**config.mk**
```make
export PLATFORM = sky130hd
export DESIGN_NAME = health_instr_encoder_flat
export DESIGN_NICKNAME = d
export VERILOG_FILES = /design/src/rtl/health_isa_pkg.sv /design/src/rtl/health_instr_encoder_if.sv /design/src/rtl/health_instr_encoder.sv /design/src/flat_wrapper.sv
export SDC_FILE = /design/constraint.sdc
export NUM_CORES = 1
export LEC_CHECK = 0
export CORE_ASPECT_RATIO = 0.8
export CORE_UTILIZATION = 25
export CTS_BUF_LIST = sky130_fd_sc_hd__clkbuf_4 sky130_fd_sc_hd__clkbuf_8 sky130_fd_sc_hd__clkbuf_16
export DETAILED_ROUTE_END_ITERATION = 10
export PLACE_DENSITY = 0.46
export SYNTH_ARGS = -nofsm -noshare
export SYNTH_HDL_FRONTEND = slang
export SYNTH_SLANG_ARGS = --single-unit
```
**constraint.sdc**
```tcl
create_clock -name clk -period 1.72 [get_ports clk]
set_input_delay 0.172 -clock clk [delete_from_list [all_inputs] [get_ports clk]]
set_output_delay 0.172 -clock clk [all_outputs]
set_load 0.05 [all_outputs]
```
**src/rtl/health_isa_pkg.sv**
```systemverilog
// Shared definitions for the health-calculator custom ISA: opcode, funct3
// codes, field widths, encoder state type and instruction-format helpers.
// The core's instruction decoder imports the same package.
package health_isa_pkg;

    localparam logic [6:0] OPCODE_HEALTH = 7'b0001011;

    localparam int USER_W = 5;
    localparam int VAL_W  = 12;
    localparam int AGE_W  = 6;

    localparam logic [2:0] F3_SET_H = 3'b000;
    localparam logic [2:0] F3_SET_W = 3'b001;
    localparam logic [2:0] F3_BMI   = 3'b010;
    localparam logic [2:0] F3_BMR   = 3'b011;

    // Each non-idle state names the instruction currently presented on the stream.
    typedef enum logic [2:0] {
        ST_IDLE,
        ST_SET_H,
        ST_SET_W,
        ST_BMI,
        ST_BMR
    } enc_state_t;

    // I-type: {imm[11:0], rs1=0, funct3, rd, opcode}
    function automatic logic [31:0] enc_itype(input logic [2:0]        f3,
                                              input logic [VAL_W-1:0]  imm,
                                              input logic [USER_W-1:0] rd);
        return {imm, 5'd0, f3, rd, OPCODE_HEALTH};
    endfunction

    // R-type: {funct7, rs2=0, rs1=0, funct3, rd, opcode}
    function automatic logic [31:0] enc_rtype(input logic [2:0]        f3,
                                              input logic [6:0]        f7,
                                              input logic [USER_W-1:0] rd);
        return {f7, 5'd0, 5'd0, f3, rd, OPCODE_HEALTH};
    endfunction

endpackage

```
**src/rtl/health_instr_encoder_if.sv**
```systemverilog
// Request channel (host -> encoder) and instruction stream (encoder -> core)
// bundled together. The encoder uses the slave modport; the host/core side
// uses the master modport.
interface health_instr_encoder_if;
    import health_isa_pkg::*;

    // request channel
    logic              req_valid;
    logic              req_ready;
    logic [USER_W-1:0] req_user;
    logic [VAL_W-1:0]  req_height;
    logic [VAL_W-1:0]  req_weight;
    logic              req_gender;
    logic [AGE_W-1:0]  req_age;
    logic [1:0]        req_mode;

    // instruction stream
    logic              instr_valid;
    logic              instr_ready;
    logic [31:0]       instr;
    logic              instr_last;

    // rejection pulse
    logic              err_range;

    modport master (
        output req_valid, req_user, req_height, req_weight, req_gender, req_age, req_mode,
        input  req_ready,
        input  instr_valid, instr, instr_last,
        output instr_ready,
        input  err_range
    );

    modport slave (
        input  req_valid, req_user, req_height, req_weight, req_gender, req_age, req_mode,
        output req_ready,
        output instr_valid, instr, instr_last,
        input  instr_ready,
        output err_range
    );

endinterface

```
**src/rtl/health_instr_encoder.sv**
```systemverilog
// Health-calculator instruction issuer: accepts one request and emits
// SET_HEIGHT, SET_WEIGHT and optionally CALC_BMI / CALC_BMR over a
// valid/ready stream. All outputs come straight from registers.
module health_instr_encoder
    import health_isa_pkg::*;
(
    input  logic                   clk,
    input  logic                   reset,   // asynchronous, active low
    health_instr_encoder_if.slave  bus
);

    enc_state_t        r_state;
    logic              r_req_ready;
    logic              r_instr_valid;
    logic [31:0]       r_instr;
    logic              r_instr_last;
    logic              r_err_range;

    // captured request fields (height is only needed on the accept cycle)
    logic [USER_W-1:0] r_user;
    logic [VAL_W-1:0]  r_weight;
    logic              r_gender;
    logic [AGE_W-1:0]  r_age;
    logic [1:0]        r_mode;

    logic              w_accept;
    logic              w_reject;
    logic              w_fire;
    logic [6:0]        w_f7;

    assign w_accept = bus.req_valid && r_req_ready;
    // bit 11 set would be sign-extended negative by the core; BMI needs a nonzero height
    assign w_reject = bus.req_height[VAL_W-1] || bus.req_weight[VAL_W-1] ||
                      ((bus.req_height == '0) && bus.req_mode[0]);
    assign w_fire   = r_instr_valid && bus.instr_ready;
    assign w_f7     = {r_gender, r_age};

    // Sequencer: steps through the instruction list, holding each output until consumed.
    // NOTE: sequential state uses non-blocking assignments so every register samples pre-edge values.
    always_ff @(posedge clk or negedge reset) begin
        if (!reset) begin
            r_state       <= ST_IDLE;
            r_req_ready   <= 1'b1;
            r_instr_valid <= 1'b0;
            r_instr       <= '0;
            r_instr_last  <= 1'b0;
            r_err_range   <= 1'b0;
            r_user        <= '0;
            r_weight      <= '0;
            r_gender      <= 1'b0;
            r_age         <= '0;
            r_mode        <= '0;
        end else begin
            r_err_range <= 1'b0;
            case (r_state)
                ST_IDLE: begin
                    if (w_accept) begin
                        if (w_reject) begin
                            r_err_range <= 1'b1;
                        end else begin
                            r_user        <= bus.req_user;
                            r_weight      <= bus.req_weight;
                            r_gender      <= bus.req_gender;
                            r_age         <= bus.req_age;
                            r_mode        <= bus.req_mode;
                            r_state       <= ST_SET_H;
                            r_req_ready   <= 1'b0;
                            r_instr_valid <= 1'b1;
                            r_instr       <= enc_itype(F3_SET_H, bus.req_height, bus.req_user);
                            r_instr_last  <= 1'b0;
                        end
                    end
                end
                ST_SET_H: begin
                    if (w_fire) begin
                        r_state      <= ST_SET_W;
                        r_instr      <= enc_itype(F3_SET_W, r_weight, r_user);
                        r_instr_last <= (r_mode == 2'b00);
                    end
                end
                ST_SET_W: begin
                    if (w_fire) begin
                        if (r_mode[0]) begin
                            r_state      <= ST_BMI;
                            r_instr      <= enc_rtype(F3_BMI, w_f7, r_user);
                            r_instr_last <= !r_mode[1];
                        end else if (r_mode[1]) begin
                            r_state      <= ST_BMR;
                            r_instr      <= enc_rtype(F3_BMR, w_f7, r_user);
                            r_instr_last <= 1'b1;
                        end else begin
                            r_state       <= ST_IDLE;
                            r_req_ready   <= 1'b1;
                            r_instr_valid <= 1'b0;
                            r_instr       <= '0;
                            r_instr_last  <= 1'b0;
                        end
                    end
                end
                ST_BMI: begin
                    if (w_fire) begin
                        if (r_mode[1]) begin
                            r_state      <= ST_BMR;
                            r_instr      <= enc_rtype(F3_BMR, w_f7, r_user);
                            r_instr_last <= 1'b1;
                        end else begin
                            r_state       <= ST_IDLE;
                            r_req_ready   <= 1'b1;
                            r_instr_valid <= 1'b0;
                            r_instr       <= '0;
                            r_instr_last  <= 1'b0;
                        end
                    end
                end
                ST_BMR: begin
                    if (w_fire) begin
                        r_state       <= ST_IDLE;
                        r_req_ready   <= 1'b1;
                        r_instr_valid <= 1'b0;
                        r_instr       <= '0;
                        r_instr_last  <= 1'b0;
                    end
                end
                default: begin
                    r_state       <= ST_IDLE;
                    r_req_ready   <= 1'b1;
                    r_instr_valid <= 1'b0;
                    r_instr       <= '0;
                    r_instr_last  <= 1'b0;
                end
            endcase
        end
    end

    assign bus.req_ready   = r_req_ready;
    assign bus.instr_valid = r_instr_valid;
    assign bus.instr       = r_instr;
    assign bus.instr_last  = r_instr_last;
    assign bus.err_range   = r_err_range;

endmodule
```
**src/flat_wrapper.sv**
```systemverilog
// flat-port wrapper written by rule: the top's interface ports become plain ports
module health_instr_encoder_flat import health_isa_pkg::*;
  (clk, reset, bus_req_valid, bus_req_user, bus_req_height, bus_req_weight, bus_req_gender, bus_req_age, bus_req_mode, bus_req_ready, bus_instr_valid, bus_instr, bus_instr_last, bus_instr_ready, bus_err_range);
  health_instr_encoder_if bus_i ();
  input  logic clk;
  input  logic reset;
  input wire logic [$bits(bus_i.req_valid)-1:0] bus_req_valid;
  input wire logic [$bits(bus_i.req_user)-1:0] bus_req_user;
  input wire logic [$bits(bus_i.req_height)-1:0] bus_req_height;
  input wire logic [$bits(bus_i.req_weight)-1:0] bus_req_weight;
  input wire logic [$bits(bus_i.req_gender)-1:0] bus_req_gender;
  input wire logic [$bits(bus_i.req_age)-1:0] bus_req_age;
  input wire logic [$bits(bus_i.req_mode)-1:0] bus_req_mode;
  output wire logic [$bits(bus_i.req_ready)-1:0] bus_req_ready;
  output wire logic [$bits(bus_i.instr_valid)-1:0] bus_instr_valid;
  output wire logic [$bits(bus_i.instr)-1:0] bus_instr;
  output wire logic [$bits(bus_i.instr_last)-1:0] bus_instr_last;
  input wire logic [$bits(bus_i.instr_ready)-1:0] bus_instr_ready;
  output wire logic [$bits(bus_i.err_range)-1:0] bus_err_range;
  assign bus_i.req_valid = bus_req_valid;
  assign bus_i.req_user = bus_req_user;
  assign bus_i.req_height = bus_req_height;
  assign bus_i.req_weight = bus_req_weight;
  assign bus_i.req_gender = bus_req_gender;
  assign bus_i.req_age = bus_req_age;
  assign bus_i.req_mode = bus_req_mode;
  assign bus_req_ready = bus_i.req_ready;
  assign bus_instr_valid = bus_i.instr_valid;
  assign bus_instr = bus_i.instr;
  assign bus_instr_last = bus_i.instr_last;
  assign bus_i.instr_ready = bus_instr_ready;
  assign bus_err_range = bus_i.err_range;
  health_instr_encoder u_core (.clk(clk), .reset(reset), .bus(bus_i));
endmodule
```
[Word-level counts from Yosys, hierarchy flattened]
Cells that the tools add are included.
Widths: inputs -> output; s select.
Cells by class
  equality and inequality tests: 11
  multiplexer cells: 43
  bitwise gates (word level): 2
  reductions and logical operators: 12
Operator list (count)
  $mux 32: 8
  $pmux 32 s5: 1
  $mux 3: 8
  $mux 1: 22
  $pmux 1 s5: 3
  $pmux 3 s5: 1
  $logic_not 12->1: 1
  $ne 2x1->1 const B: 5
  $reduce_and 7->1: 1
  $eq 3x2->1 const B: 2
  $reduce_and 6->1: 1
  $ne 2x2->1 const B: 2
  $eq 3x1->1 const B: 1
  $eq 3x3->1 const B: 1
  $logic_and 1x1->1: 3
  $logic_not 3->1: 1
  $reduce_and 3->1: 1
  $logic_not 2->1: 1
  $logic_or 1x1->1: 2
  $not 1->1: 2
  $logic_not 1->1: 1
Word-level totals
  flip-flop bits (word level): 65
  input port bits: 42
  output and inout bits: 36
  word-level logic and storage cells: 79

[Depth between registers and ports, before layout]
  depth in word-level cells: 6
  depth in mapped cells: 7
  gate-level depth less buffers: 6

[Worst setup path before layout]
OpenSTA, ideal clock, no wires.
  path type: register to register
  from: register u_core.r_state[0]
  to: register u_core.r_age[0]
  setup time: 125 ps
  data arrival time: 1604 ps
  required time: 1595 ps
  slack: -9 ps
  cell stages (with the launch flop): 8
  buffers on the path: 3
  cells stage by stage: dfrtp_1 > buf_6 > nor3_4 > nand3_2 > nand2b_1 > buf_6 > buf_8 > mux2_4
On the way
  word-level cells in the longest chain between the ends: 2
Ends and longest elaborated chain
  from (decl): RTL line health_instr_encoder.sv:12  | enc_state_t r_state;
  from (signal assigned): RTL line health_instr_encoder.sv:42  | r_state <= ST_IDLE;
  from (signal assigned): RTL line health_instr_encoder.sv:66  | r_state <= ST_SET_H;
  from (signal assigned): RTL line health_instr_encoder.sv:76  | r_state <= ST_SET_W;
  $logic_not 3->1: RTL line health_instr_encoder.sv:55  | case (r_state)
  $reduce_and 3->1 (no line)
  to (signal assigned): RTL line health_instr_encoder.sv:64  | r_age <= bus.req_age;
  to (decl): RTL line health_instr_encoder.sv:23  | logic [AGE_W-1:0] r_age;
Every way passes these cells.
A chain may end at the register's enable or synchronous reset.

[Worst setup path after layout]
  from: register u_core.r_state[2]
  to: register u_core.r_instr_last, in the netlist u_core.bus.instr_last
On the way
  word-level cells in the longest chain between the ends: 3
  elaborated cells between the ends (all ways): 13
  those cells by class: eq/ne: 10; mux: 1; reduce/logical: 2
Ends and longest elaborated chain
  $eq 3x3->1, or another cell as far along: RTL line health_instr_encoder.sv:55
  $ne 2x1->1 (no line) or $ne 2x2->1 (tied branches)
  $reduce_and 6->1 (no line)
  to (signal assigned): RTL line health_instr_encoder.sv:78  | r_instr_last <= (r_mode == 2'b00);
  to (signal assigned): RTL line health_instr_encoder.sv:86  | r_instr_last <= !r_mode[1];
  to (decl): RTL line health_instr_encoder.sv:16  | logic r_instr_last;
Parallel ways exist; a longest one is shown, timed or not.

==> impl_metrics.py <==
metrics = {
    "outcome": {
        "status": "complete, no violations",
    },
    "sta": {
        "fin_skew_ps": 7.13,
        "finalSetupTns_ps": 0,
        "period_needed_ps": 1710,
        "slew_violations": 0,
        "fin_crit_sh_pct": 99.5,
        "grt_setup_unrepaired": "true",
        "tightest_slew_ps": 504,
        "whs_ps": 385,
        "hold_viol": 0,
        "max_freq_ghz": 0.584,
        "setup_viol": 0,
        "slew_headroom_pct": 66.3,
    },
    "grt": {
        "first_global_vias": 2088,
        "grt_first_pass_wirelength_um": 11300,
        "gr-total-overflow": 0,
        "track_usage_pct": 12.9,
        "grt_start_max_net_pins": 54,
        "antenna_found_initial": 0,
    },
    "power": {
        "p_comb_share_pct": 9.0,
        "p_per_area_nw_per_um2": 587,
        "pwr-share-clk_pct": 40.3,
        "power_frac_seq_pct": 50.8,
        "p_leak_nw": 2.13,
        "p_sw_share_pct": 23.3,
        "p_int_mw": 1.88,
        "ir_worst_vdd_mv": 0.343,
        "switching_power_uw": 572,
    },
    "clocking": {
        "clock_path_buffers": 2,
        "clock_latency_ps": 290,
        "clk_pin_slew_ps": 70,
        "cts_buffers": 5,
        "cts_tree": "yes",
        "ctsHtreeMaxLevel": 2,
        "cts_num_sinks": 53,
        "clockRootBuffer": "clkbuf_16",
    },
    "yosys": {
        "yosys.area.top_type": "dfrtp_1",
        "synthCells": 216,
        "synth_area_um2": 2760,
        "ys.flop_type": "dfrtp_1",
        "async_flop_share_pct": 100,
        "ys_top_cells_by_area": "dfrtp_1 47%, mux2_4 9.2%, mux2_1 8.2%",
        "ys_seq_elements": 53,
        "synth_edf_count": 0,
        "syn_avg_cell_area_um2": 12.8,
        "ys_warn_count": 0,
        "yosysTopAreaCellShare_pct": 47.1,
        "ys_seq_area_share_pct": 48.1,
        "synth_cell_types": 47,
    },
    "floorplan": {
        "die_w_um": 120,
        "core-area_um2": 10500,
        "dieArea_um2": 11500,
        "core.rowCount": 33,
        "chipHeight_um": 96.0,
        "num_io_pins": 78,
        "start_util_pct": 26.3,
    },
    "cells_and_area": {
        "final_cell_mix": "51 x dfrtp_1, 45 x clkdlybuf4s50_1, 43 x buf_4, 31 x mux2_4, 13 x mux2i_1",
        "antenna_cells": 0,
        "final_common_cell": "dfrtp_1",
        "drive_above_1_share_pct": 37.3,
        "final_area_um2": 4180,
        "layout-area-overhead-vs-synth_pct": 51.4,
        "nets": 368,
        "postLayoutCoreUtil_pct": 39.9,
    },
    "setup_path": {
        "required_ps": 1900,
        "r2r_cells": 6,
        "end_kind": "register",
        "crit_fanout": 7,
        "worstPathArrival_ps": 1890,
        "path_class": "register to register",
        "start_kind": "register",
    },
    "detailed_routing": {
        "vias": 2039,
        "routedWlPerCell_um": 15.9,
        "first_pass_iters": 4,
        "drc": 0,
        "routed_wl_um": 7380,
        "drtAntennaViolNets": 0,
        "drtIter0Drc": 82,
        "avgViaCountPerCell": 4.39,
    },
    "placed_design": {
        "place_area_um2": 3770,
        "hpwl_um": 4980,
        "place_congestion": 0.768,
        "io_buffers": 67,
    },
    "flow_run": {
        "drv_cap": 0,
    },
    "worst_hold_path": {
        "min_path_cells": 3,
        "hold_path_class": "primary input to register",
    },
}
-- power by group through the flow --
stage	Sequential [mW]	Clock (mW)	Combinational, mW
floorplan	1.27	0	0.0735
global placement	1.27	0	0.220
detailed placement	1.27	0	0.217
CTS	1.25	1.03	0.217
global route	1.24	1.07	0.237
finish	1.25	0.989	0.220
-- per-layer routing --
layer	vias up	share of wire [%]	global-route usage (%)
li1	983	-	-
met1	978	51	19.0
met2	74	43	18.9
met3	4	5.5	3.20
met4	0	0.37	2.50
met5	-	0	0
-- metrics by stage --
stage / instances / power [mW] / setup slack (ps)
after floorplan: 225 / 1.34 / -8.42
after global placement: 447 / 1.49 / -484
after detailed placement: 447 / 1.49 / -515
after CTS: 460 / 2.49 / 10.5
after global routing: 464 / 2.55 / -31.5
final: 464 / 2.45 / 8.16
-- flip-flops by register name, indices dropped and copies added (netlist names) --
register,cells
u_core.r_state,3
u_core.bus.instr,20
u_core.r_age,6
u_core.r_mode,2
u_core.bus.err_range,1
u_core.bus.instr_valid,1
u_core.r_gender,1
u_core.bus.req_ready,1
u_core.r_weight,12
u_core.bus.instr_last,1
u_core.r_user,5
-- final timing paths --
kind | startpoint | to | slack [ps]
max | u_core.r_state[2] | u_core.bus.instr_last | 8
min | bus_req_mode[0] | u_core.r_mode[0] | 390
max reg2reg | u_core.r_state[2] | u_core.bus.instr_last | 8
min reg2reg | u_core.bus.instr[7] | u_core.bus.instr[7] | 500
max in group asynchronous | reset | u_core.bus.req_ready | 1010
min in group asynchronous | reset | u_core.bus.instr[30] | 410
-- worst max-delay path: stages (launching register included) --
cell and delay [ps]:
dfrtp_1 400, or3_4 440, nand3_2 110, o21ai_4 70
buf_6 130, buf_12 140, mux2_4 300
-- area by class of cell --
type / count / area [um^2]
fillers: 1045 / 6310
multi-input cells: 145 / 1430
flip-flops and latches: 53 / 1330
repair buffers: 114 / 1090
well taps: 140 / 175
clock buffers: 5 / 125
clock inverters: 3 / 17.5
inverters: 4 / 15.0
-- kinds of logic after synthesis --
kind of cell,synth area share [%]
AOI/OAI and AO/OA,9.74
adders and majority gates,1.36
and+or+nand+nor,7.97
other,0.136
DFF,48.1
buffers and inverters,6.97
muxes,25.8
-- repair_timing --
action                                 4_1_cts  5_1_grt
buffers inserted                             3        2
cloned                                       1        3
endpoints found under the hold margin       52        0
hold buffers                                 1        0
setup endpoints to repair                   47       46
pin swaps                                    5        2
resized for setup                           31       20
-- synthesized netlist by cell type (all sizes together) (2+ instances only) --
cell	number
o21ai	2
a31oi	3
nand2b	3
a21oi	6
dfrtp	52
ha	3
buf	22
o31ai	2
nor2b	2
mux2	46
nand2	4
or3	2
inv	4
o2bb2ai	7
nor4	2
nor2	11
a22o	6
mux2i	13
nand3	5
Note: power is estimated with default switching activity, not from simulation.
